[config.mk]
export PLATFORM = sky130hd
export DESIGN_NAME = xpmwrap_fifo_ctrl
export DESIGN_NICKNAME = d
export VERILOG_FILES = /design/src/rtl/xpmwrap_pkg.sv /design/src/rtl/xpmwrap_sdpram.sv /design/src/rtl/xpmwrap_fifo_ctrl.sv
export SDC_FILE = /design/constraint.sdc
export NUM_CORES = 2
export LEC_CHECK = 0
export CAP_MARGIN = 20
export CORE_MARGIN = 4
export CORE_UTILIZATION = 25
export CTS_BUF_LIST = sky130_fd_sc_hd__clkbuf_8
export DETAILED_ROUTE_END_ITERATION = 10
export SLEW_MARGIN = 5
export SYNTH_ARGS = -nofsm -noshare
export SYNTH_HDL_FRONTEND = slang
export SYNTH_SLANG_ARGS = --single-unit
[constraint.sdc]
create_clock -name clk -period 6.1 [get_ports clk]
set_input_delay 1.22 -clock clk [delete_from_list [all_inputs] [get_ports clk]]
set_output_delay 1.22 -clock clk [all_outputs]
set_load 0.01 [all_outputs]
[src/rtl/xpmwrap_pkg.sv]
// Shared constants for the xpmwrap FIFO controller and its storage RAM.
package xpmwrap_pkg;

  localparam int unsigned OBUF_DEPTH     = 3;
  localparam int unsigned OBUF_CNT_W     = 2;
  localparam int unsigned RAM_RD_LATENCY = 2;

endpackage

[src/rtl/xpmwrap_sdpram.sv]
// Simple dual-port RAM, common clock, two-cycle read latency (array read
// register followed by a regce-gated output register), rstb clears the read pipe.
module xpmwrap_sdpram #(
  parameter int unsigned DATA_WIDTH = 32,
  parameter int unsigned ADDR_WIDTH = 6
) (
  input  logic                  clk,
  input  logic                  ena,
  input  logic                  wea,
  input  logic [ADDR_WIDTH-1:0] addra,
  input  logic [DATA_WIDTH-1:0] dina,
  input  logic                  enb,
  input  logic                  rstb,
  input  logic                  regceb,
  input  logic [ADDR_WIDTH-1:0] addrb,
  output logic [DATA_WIDTH-1:0] doutb
);

  localparam int unsigned DEPTH = 1 << ADDR_WIDTH;

  logic [DATA_WIDTH-1:0] mem_q [DEPTH];
  logic [DATA_WIDTH-1:0] rd_q, rd_d;
  logic [DATA_WIDTH-1:0] dout_q, dout_d;

  always_ff @(posedge clk) begin
    if (ena && wea) begin
      mem_q[addra] <= dina;
    end
  end

  always_comb begin
    rd_d   = rd_q;
    dout_d = dout_q;
    if (enb) begin
      rd_d = mem_q[addrb];
    end
    if (regceb) begin
      dout_d = rd_q;
    end
  end

  always_ff @(posedge clk) begin
    if (rstb) begin
      rd_q   <= '0;
      dout_q <= '0;
    end else begin
      rd_q   <= rd_d;
      dout_q <= dout_d;
    end
  end

  assign doutb = dout_q;

endmodule

[src/rtl/xpmwrap_fifo_ctrl.sv]
// FIFO controller around a 2-cycle-latency SDP RAM with a 3-entry output buffer.
// Optional prog_full watermark enabled by defining XPMWRAP_FIFO_WATERMARK_EN.
module xpmwrap_fifo_ctrl
  import xpmwrap_pkg::*;
#(
  parameter int unsigned DATA_WIDTH       = 32,
  parameter int unsigned ADDR_WIDTH       = 6,
  parameter int unsigned PROG_FULL_THRESH = 48
) (
  input  logic                  clk,
  input  logic                  rst,
  input  logic [DATA_WIDTH-1:0] s_data,
  input  logic                  s_valid,
  output logic                  s_ready,
  output logic [DATA_WIDTH-1:0] m_data,
  output logic                  m_valid,
  input  logic                  m_ready,
  output logic [ADDR_WIDTH:0]   level,
  output logic                  prog_full
);

  localparam int unsigned DEPTH = 1 << ADDR_WIDTH;
  localparam int unsigned CNT_W = ADDR_WIDTH + 1;

  if (ADDR_WIDTH < 2 || ADDR_WIDTH > 16 ||
      PROG_FULL_THRESH > DEPTH + OBUF_DEPTH) begin : g_param_check
    $error("xpmwrap_fifo_ctrl: illegal parameter set");
  end

  logic [ADDR_WIDTH-1:0]     wr_ptr_q, wr_ptr_d;
  logic [ADDR_WIDTH-1:0]     rd_ptr_q, rd_ptr_d;
  logic [CNT_W-1:0]          ram_cnt_q, ram_cnt_d;
  logic [RAM_RD_LATENCY-1:0] inflight_q, inflight_d;
  logic [OBUF_CNT_W-1:0]     obuf_cnt_q, obuf_cnt_d;
  logic [DATA_WIDTH-1:0]     obuf_q [OBUF_DEPTH];
  logic [DATA_WIDTH-1:0]     obuf_d [OBUF_DEPTH];
  logic [CNT_W-1:0]          level_q, level_d;
  logic                      m_valid_q, m_valid_d;
  logic                      s_ready_q, s_ready_d;

  logic                      wr_fire;
  logic                      pop;
  logic                      push;
  logic                      rd_issue;
  logic [2:0]                occ;
  logic [DATA_WIDTH-1:0]     ram_dout;

  assign s_ready = s_ready_q && !rst;
  assign wr_fire = s_valid && s_ready;
  assign pop     = m_valid_q && m_ready && !rst;
  assign push    = inflight_q[RAM_RD_LATENCY-1];

  // The word leaving on a pop frees its slot this cycle, which keeps a steady
  // stream at one word per clock while still capping buffer+pipe at three.
  always_comb begin
    occ      = 3'(inflight_q[0]) + 3'(inflight_q[1]) + 3'(obuf_cnt_q) - 3'(pop);
    rd_issue = !rst && (ram_cnt_q != '0) && (occ < 3'(OBUF_DEPTH));
  end

  always_comb begin
    wr_ptr_d   = wr_ptr_q;
    rd_ptr_d   = rd_ptr_q;
    ram_cnt_d  = ram_cnt_q;
    level_d    = level_q;
    inflight_d = {inflight_q[RAM_RD_LATENCY-2:0], rd_issue};
    if (wr_fire) begin
      wr_ptr_d = wr_ptr_q + ADDR_WIDTH'(1);
    end
    if (rd_issue) begin
      rd_ptr_d = rd_ptr_q + ADDR_WIDTH'(1);
    end
    case ({wr_fire, rd_issue})
      2'b10:   ram_cnt_d = ram_cnt_q + CNT_W'(1);
      2'b01:   ram_cnt_d = ram_cnt_q - CNT_W'(1);
      default: ram_cnt_d = ram_cnt_q;
    endcase
    case ({wr_fire, pop})
      2'b10:   level_d = level_q + CNT_W'(1);
      2'b01:   level_d = level_q - CNT_W'(1);
      default: level_d = level_q;
    endcase
    s_ready_d = ram_cnt_d < CNT_W'(DEPTH);
  end

  // Output buffer keeps the head in entry 0 so m_data comes straight from a flop.
  always_comb begin
    obuf_d     = obuf_q;
    obuf_cnt_d = obuf_cnt_q;
    if (pop) begin
      for (int unsigned i = 0; i < OBUF_DEPTH - 1; i++) begin
        obuf_d[i] = obuf_q[i+1];
      end
      obuf_cnt_d = obuf_cnt_q - OBUF_CNT_W'(1);
    end
    if (push) begin
      for (int unsigned i = 0; i < OBUF_DEPTH; i++) begin
        if (obuf_cnt_d == OBUF_CNT_W'(i)) begin
          obuf_d[i] = ram_dout;
        end
      end
      obuf_cnt_d = obuf_cnt_d + OBUF_CNT_W'(1);
    end
    m_valid_d = obuf_cnt_d != '0;
  end

  always_ff @(posedge clk) begin
    if (rst) begin
      wr_ptr_q   <= '0;
      rd_ptr_q   <= '0;
      ram_cnt_q  <= '0;
      inflight_q <= '0;
      obuf_cnt_q <= '0;
      level_q    <= '0;
      m_valid_q  <= 1'b0;
      s_ready_q  <= 1'b1;
      for (int unsigned i = 0; i < OBUF_DEPTH; i++) begin
        obuf_q[i] <= '0;
      end
    end else begin
      wr_ptr_q   <= wr_ptr_d;
      rd_ptr_q   <= rd_ptr_d;
      ram_cnt_q  <= ram_cnt_d;
      inflight_q <= inflight_d;
      obuf_cnt_q <= obuf_cnt_d;
      level_q    <= level_d;
      m_valid_q  <= m_valid_d;
      s_ready_q  <= s_ready_d;
      for (int unsigned i = 0; i < OBUF_DEPTH; i++) begin
        obuf_q[i] <= obuf_d[i];
      end
    end
  end

  assign m_data  = obuf_q[0];
  assign m_valid = m_valid_q;
  assign level   = level_q;

`ifdef XPMWRAP_FIFO_WATERMARK_EN
  logic prog_full_q, prog_full_d;

  always_comb begin
    prog_full_d = 32'(level_d) >= PROG_FULL_THRESH;
  end

  always_ff @(posedge clk) begin
    if (rst) begin
      prog_full_q <= 1'b0;
    end else begin
      prog_full_q <= prog_full_d;
    end
  end

  assign prog_full = prog_full_q;
`else
  assign prog_full = 1'b0;
`endif

  xpmwrap_sdpram #(
    .DATA_WIDTH (DATA_WIDTH),
    .ADDR_WIDTH (ADDR_WIDTH)
  ) u_ram (
    .clk    (clk),
    .ena    (wr_fire),
    .wea    (wr_fire),
    .addra  (wr_ptr_q),
    .dina   (s_data),
    .enb    (rd_issue),
    .rstb   (rst),
    .regceb (1'b1),
    .addrb  (rd_ptr_q),
    .doutb  (ram_dout)
  );

endmodule
After elaboration in Yosys (flattened, before gate mapping)
Memories as Yosys holds them, arrays and structs flattened. A register that Yosys moved wholly into a read port is not among the register bits.
Index checks and enable logic that the tools add are counted.
Storage, ports and cells
  register bits after elaboration: 160
  RAM bits: 2048
  input bits: 36
  memories kept: 1
Memories
  u_ram.mem_q: words 64, width 32, read ports 1, clocked after Yosys merged registers in 1, write ports 1, RTL line xpmwrap_sdpram.sv:21  | logic [DATA_WIDTH-1:0] mem_q [DEPTH];
Cells by class
  add/sub/neg operators: 11
  order comparisons: 2
  equality and inequality tests: 6
  muxes and demuxes: 11
  reductions and logical operators: 12
Operators by type and width (number)
  32-bit two-way mux: 3
  96-bit two-way mux: 1
  64-bit two-way mux: 1
  7-bit case mux with 2 select lines: 2
  7-bit by 1-bit adder with 7-bit output, second input constant: 2
  7-bit by 1-bit subtractor with 7-bit output, second input constant: 2
  6-bit by 1-bit adder with 6-bit output, second input constant: 2
  7-bit < comparator, second input constant: 1
  7-bit nonzero test: 1
  2-bit by 1-bit == test with 1-bit output, second input constant: 3
  2-bit == test, second input constant: 3
  1-bit logical AND: 6
  2-bit two-way mux: 2
  2-bit nonzero test: 2
  2-bit by 2-bit adder with 3-bit output: 1
  3-bit by 2-bit < comparator with 1-bit output, second input constant: 1
  3-bit by 1-bit subtractor with 3-bit output: 1
  1-bit by 1-bit adder with 2-bit output: 1
  2-bit by 1-bit adder with 2-bit output, second input constant: 1
  2-bit zero test: 1
  1-bit two-way mux: 2
  2-bit AND reduction: 1
  2-bit by 1-bit subtractor with 2-bit output, second input constant: 1
  1-bit zero test: 1

Longest topological paths before layout
  depth after elaboration: 8
  mapped depth: 21
  gate-level depth less buffers: 19

By module
A second synthesis with hierarchy kept.
Second synthesis, totals
  cells, all modules: 4424
  area total of the unflattened synthesis: 86560.5 sq um
Modules (own cells, without submodules)
  xpmwrap_sdpram: instances 1, cells an instance 3671, area each 80562.3 sq um, sequential area each 62780.2 sq um
  xpmwrap_fifo_ctrl: instances 1, cells an instance 753, area each 5998.3 sq um, sequential area each 2562.5 sq um

Worst setup path before layout
No wires, ideal clock.
  path type: input to register
  start point: input port rst
  end point: register (tool-made name)
  data arrival time: 5973 ps
  required time: 5979 ps
  setup slack: 6 ps
  stages: 20
  cell sequence: clkbuf_1 -> nand3b_1 -> inv_1 -> clkbuf_1 -> ha_1 -> fa_1 -> inv_1 -> fa_1 -> nor2b_1 -> a211o_1 -> nand2b_1 -> clkinv_1 -> ha_1 -> ha_1 -> nor2b_1 -> o21ai_0 -> a21oi_1 -> or2_2 -> o311ai_0 -> mux2_2
RTL lines
  from (decl): RTL line xpmwrap_fifo_ctrl.sv:11  | input logic rst,

==> run summary <==
Run status -> finished, final reports clean
Kind of start point of the critical path -> input pin
Top Ports -> 78
GR Overflow Total -> 0
Yosys warning count -> 0
Fraction of registers with async set/reset -> 0%
X dimension of the die -> 595 um
Number of flops mapped to enable cells by yosys -> 2048
Number of design-rule violations left by the first detailed-router iteration -> 5491
Number of buffers inserted for hold repair after clock tree synthesis -> 0
Post-synth design cell area -> 86000 sq um
Sinks on the clock net -> 2240
Mean routed wirelength per cell -> 24.4 um
Number of gates resized after CTS -> 0
Count of input and output buffers -> 76
Total Routed Length -> 233 mm
CTS tree -> built
Sequential-to-total area share from yosys stat -> 75.9%
Lkg Pwr -> 30.4 nW
# Max-Cap Violations -> 0
Per-instance average area after synthesis -> 19.7 sq um
Worst-path cell with the longest stage delay -> clkdlybuf4s50_1
Max Clock Freq -> 206 MHz
CP endpoint kind -> register
Inserted Clock Buffers -> 369
Slew Limit Fails -> 0
HPWL Detailed -> 133 mm
Startpoint-to-endpoint class of the critical path -> input pin to register
Number of flip-flops and latches in the synthesized netlist -> 2240
Routability cong. -> 0.810
CTS Root Cell -> clkbuf_8
Number of distinct library cell variants in the gate-level netlist after synthesis -> 57
Post-CTS Setup Repair Bufs -> 0
Total via count in the routed design -> 44900
Ys flop type -> edfxtp_1
Depth of the CTS H-tree -> 5
Net count of the mapped netlist -> 4418
Effective utilization at floorplan -> 25.1%
Worst Path Max Fanout -> 3
Setup Skew -> 0.0869 ns
Setup repair after global routing missed its margin -> no
Minimum period implied by the final worst setup slack -> 4.86 ns
Critical Path Most Common Cell -> ha_1
Clock insertion delay at the later pin of the skew report -> 1.05 ns
Relative max-transition margin -> 20.9%
Min-Delay Path Class -> register to register
Crit-path cells -> clkdlybuf4s50_1, nand3b_1, inv_2, ha_1, fa_1, inv_1, fa_1, nor2b_1, a211o_2, nand2b_1, clkinv_1, ha_1, ha_1, nor2b_1, o21ai_0, a21oi_1, or2_2, o311ai_0, buf_4, mux2_2
Largest net degree at the start of global routing -> 152
Detailed-route DRC error count -> 0
Number of antenna violations at the first check in global routing -> 42
Total count of hold-check failures in the final report -> 0
Global-route usage over all layers -> 12.7%
Final net count -> 4760
Maximum VDD drop -> 0.433 mV
Pwr Density -> 341 nW/um^2
Clock transition at the registers of the reported paths -> 0.06 ns
Die outline area -> 354000 sq um
Endpoints failing setup -> 0
Detail-routed via count per cell -> 4.71
Core box area -> 343000 sq um
Post-route setup TNS -> 0 ns
Remaining antenna violation count -> 0
Max clock buf depth -> 4
Post-route clock period utilization -> 79.7%
Global-route wire length before repair -> 332 mm
Critical path data required time -> 6.99 ns
Die outline height -> 595 um
Detailed-router iteration count before antenna repair -> 6
Peak per-stage delay on the critical path -> 0.46 ns
Site row count -> 215
Arrival time of the worst setup path -> 5.76 ns
Final Util -> 29.0%
Share of cells above drive strength 1 -> 24.0%
Worst slew pin tran -> 1.18 ns
Via count of the first global-routing pass -> 44900
Area growth syn-to-layout -> 15.6%
Gate count of the mapped netlist -> 4360
[logic make-up (layout without fill, tap and decap cells)]
group / after synthesis / after routing / synth area share (%)
xor+xnor: 15 / 15 / 0.153
flops: 2240 / 2240 / 75.9
fa+ha+maj: 22 / 22 / 0.355
other cells: 1 / 14 / 0.00436
compound gates: 462 / 462 / 3.80
simple gates: 627 / 627 / 3.12
mux: 674 / 674 / 14.5
buf+inv: 319 / 921 / 2.09
[cells in the final DEF, fill, tap and decap left out, types with 43 or more instances in the layout]
cell | Yosys | final
edfxtp_1 | 2048 | 2048
nand2_1 | 289 | 287
dfxtp_1 | 192 | 187
o221ai_1 | 46 | 46
mux4_2 | 461 | 461
nor2_4 | 0 | 64
clkdlybuf4s50_1 | 0 | 43
clkbuf_8 | 0 | 386
nor2_1 | 189 | 124
inv_1 | 28 | 175
buf_4 | 63 | 145
a311oi_1 | 66 | 66
nor2b_1 | 60 | 58
mux2i_1 | 212 | 212
a21oi_1 | 127 | 127
o21ai_0 | 51 | 51
clkinv_1 | 1 | 66
[sequential cells by signal, indices dropped and copies added (netlist names), 7 cells and up, named ones only]
| register | cells |
|---|---|
| m_data | 32 |
| u_ram.rd_q | 32 |
| u_ram.mem_q | 2048 |
| u_ram.doutb | 32 |
| obuf_q | 64 |
| level | 7 |
[cell type report]
type / instances / area, sq um
clock buffers: 384 / 5290
repair buffers: 261 / 2460
well taps: 4557 / 5700
inverters: 29 / 111
diodes: 13 / 32.5
flip-flops and latches: 2240 / 65400
fillers: 33500 / 244000
clock inverters: 247 / 1050
multi-input cells: 1801 / 19400
[per-stage QoR]
step	power [mW]	setup WS (ns)	hold slack [ns]	cell area, sq um	cells
after floorplan	20.9	0.00631	0.437	86000	4360
after global placement	22.5	0.0165	0.442	92800	8872
after detailed placement	22.6	0.212	0.447	92900	8878
after CTS	34.2	1.31	0.343	99200	9509
after global routing	35.3	0.982	0.405	99400	9521
final	33.9	1.24	0.428	99400	9532
[where the power goes]
| group | switching, mW | leakage, nW | internal (mW) |
|---|---|---|---|
| logic | 2.93 | 6.63 | 2.14 |
| registers | 0.208 | 20.0 | 17.0 |
| clock network | 5.76 | 3.80 | 5.86 |
| total | 8.90 | 30.4 | 25.0 |
[worst max-delay path: cells and delay by family]
kind                       cells  cell delay [ns]
and+or+nand+nor                5             0.88
buffers and inverters          5             0.92
muxes                          1             0.32
adders and majority gates      5             1.43
AOI/OAI and AO/OA              4             0.98
[metal layers]
layer  wire length, um  GRT usage (%)
met1             97100           17.4
met2            107000           19.7
met3             21700           3.49
met4              6410           3.86
met5               104              0
[cells in the mapped netlist (all sizes together), types with 26 or more instances]
| cell | instances | area share [%] |
|---|---|---|
| nor2 | 189 | 0.82 |
| mux2i | 212 | 2.5 |
| dfxtp | 192 | 4.5 |
| a21oi | 127 | 0.74 |
| a311oi | 66 | 0.67 |
| mux4 | 461 | 12 |
| o21ai | 54 | 0.31 |
| nand3 | 26 | 0.15 |
| o22ai | 33 | 0.24 |
| nand2 | 289 | 1.3 |
| o221ai | 46 | 0.47 |
| a2111oi | 27 | 0.33 |
| inv | 28 | 0.12 |
| buf | 174 | 1.5 |
| clkbuf | 116 | 0.51 |
| nor2b | 60 | 0.44 |
| edfxtp | 2048 | 71 |
[path summary, 6_finish.rpt]
kind                                    start         end  slack [ns]  depth (start not counted)
worst min-delay path               obuf_q[54]  m_data[22]        0.43                          2
worst max register to register  inflight_q[1]    register        1.50                         18
worst min register to register     obuf_q[54]  m_data[22]        0.43                          2
worst max-delay path                  m_ready    register        1.24                         20
No activity file was read; power rests on OpenSTA's default activity.
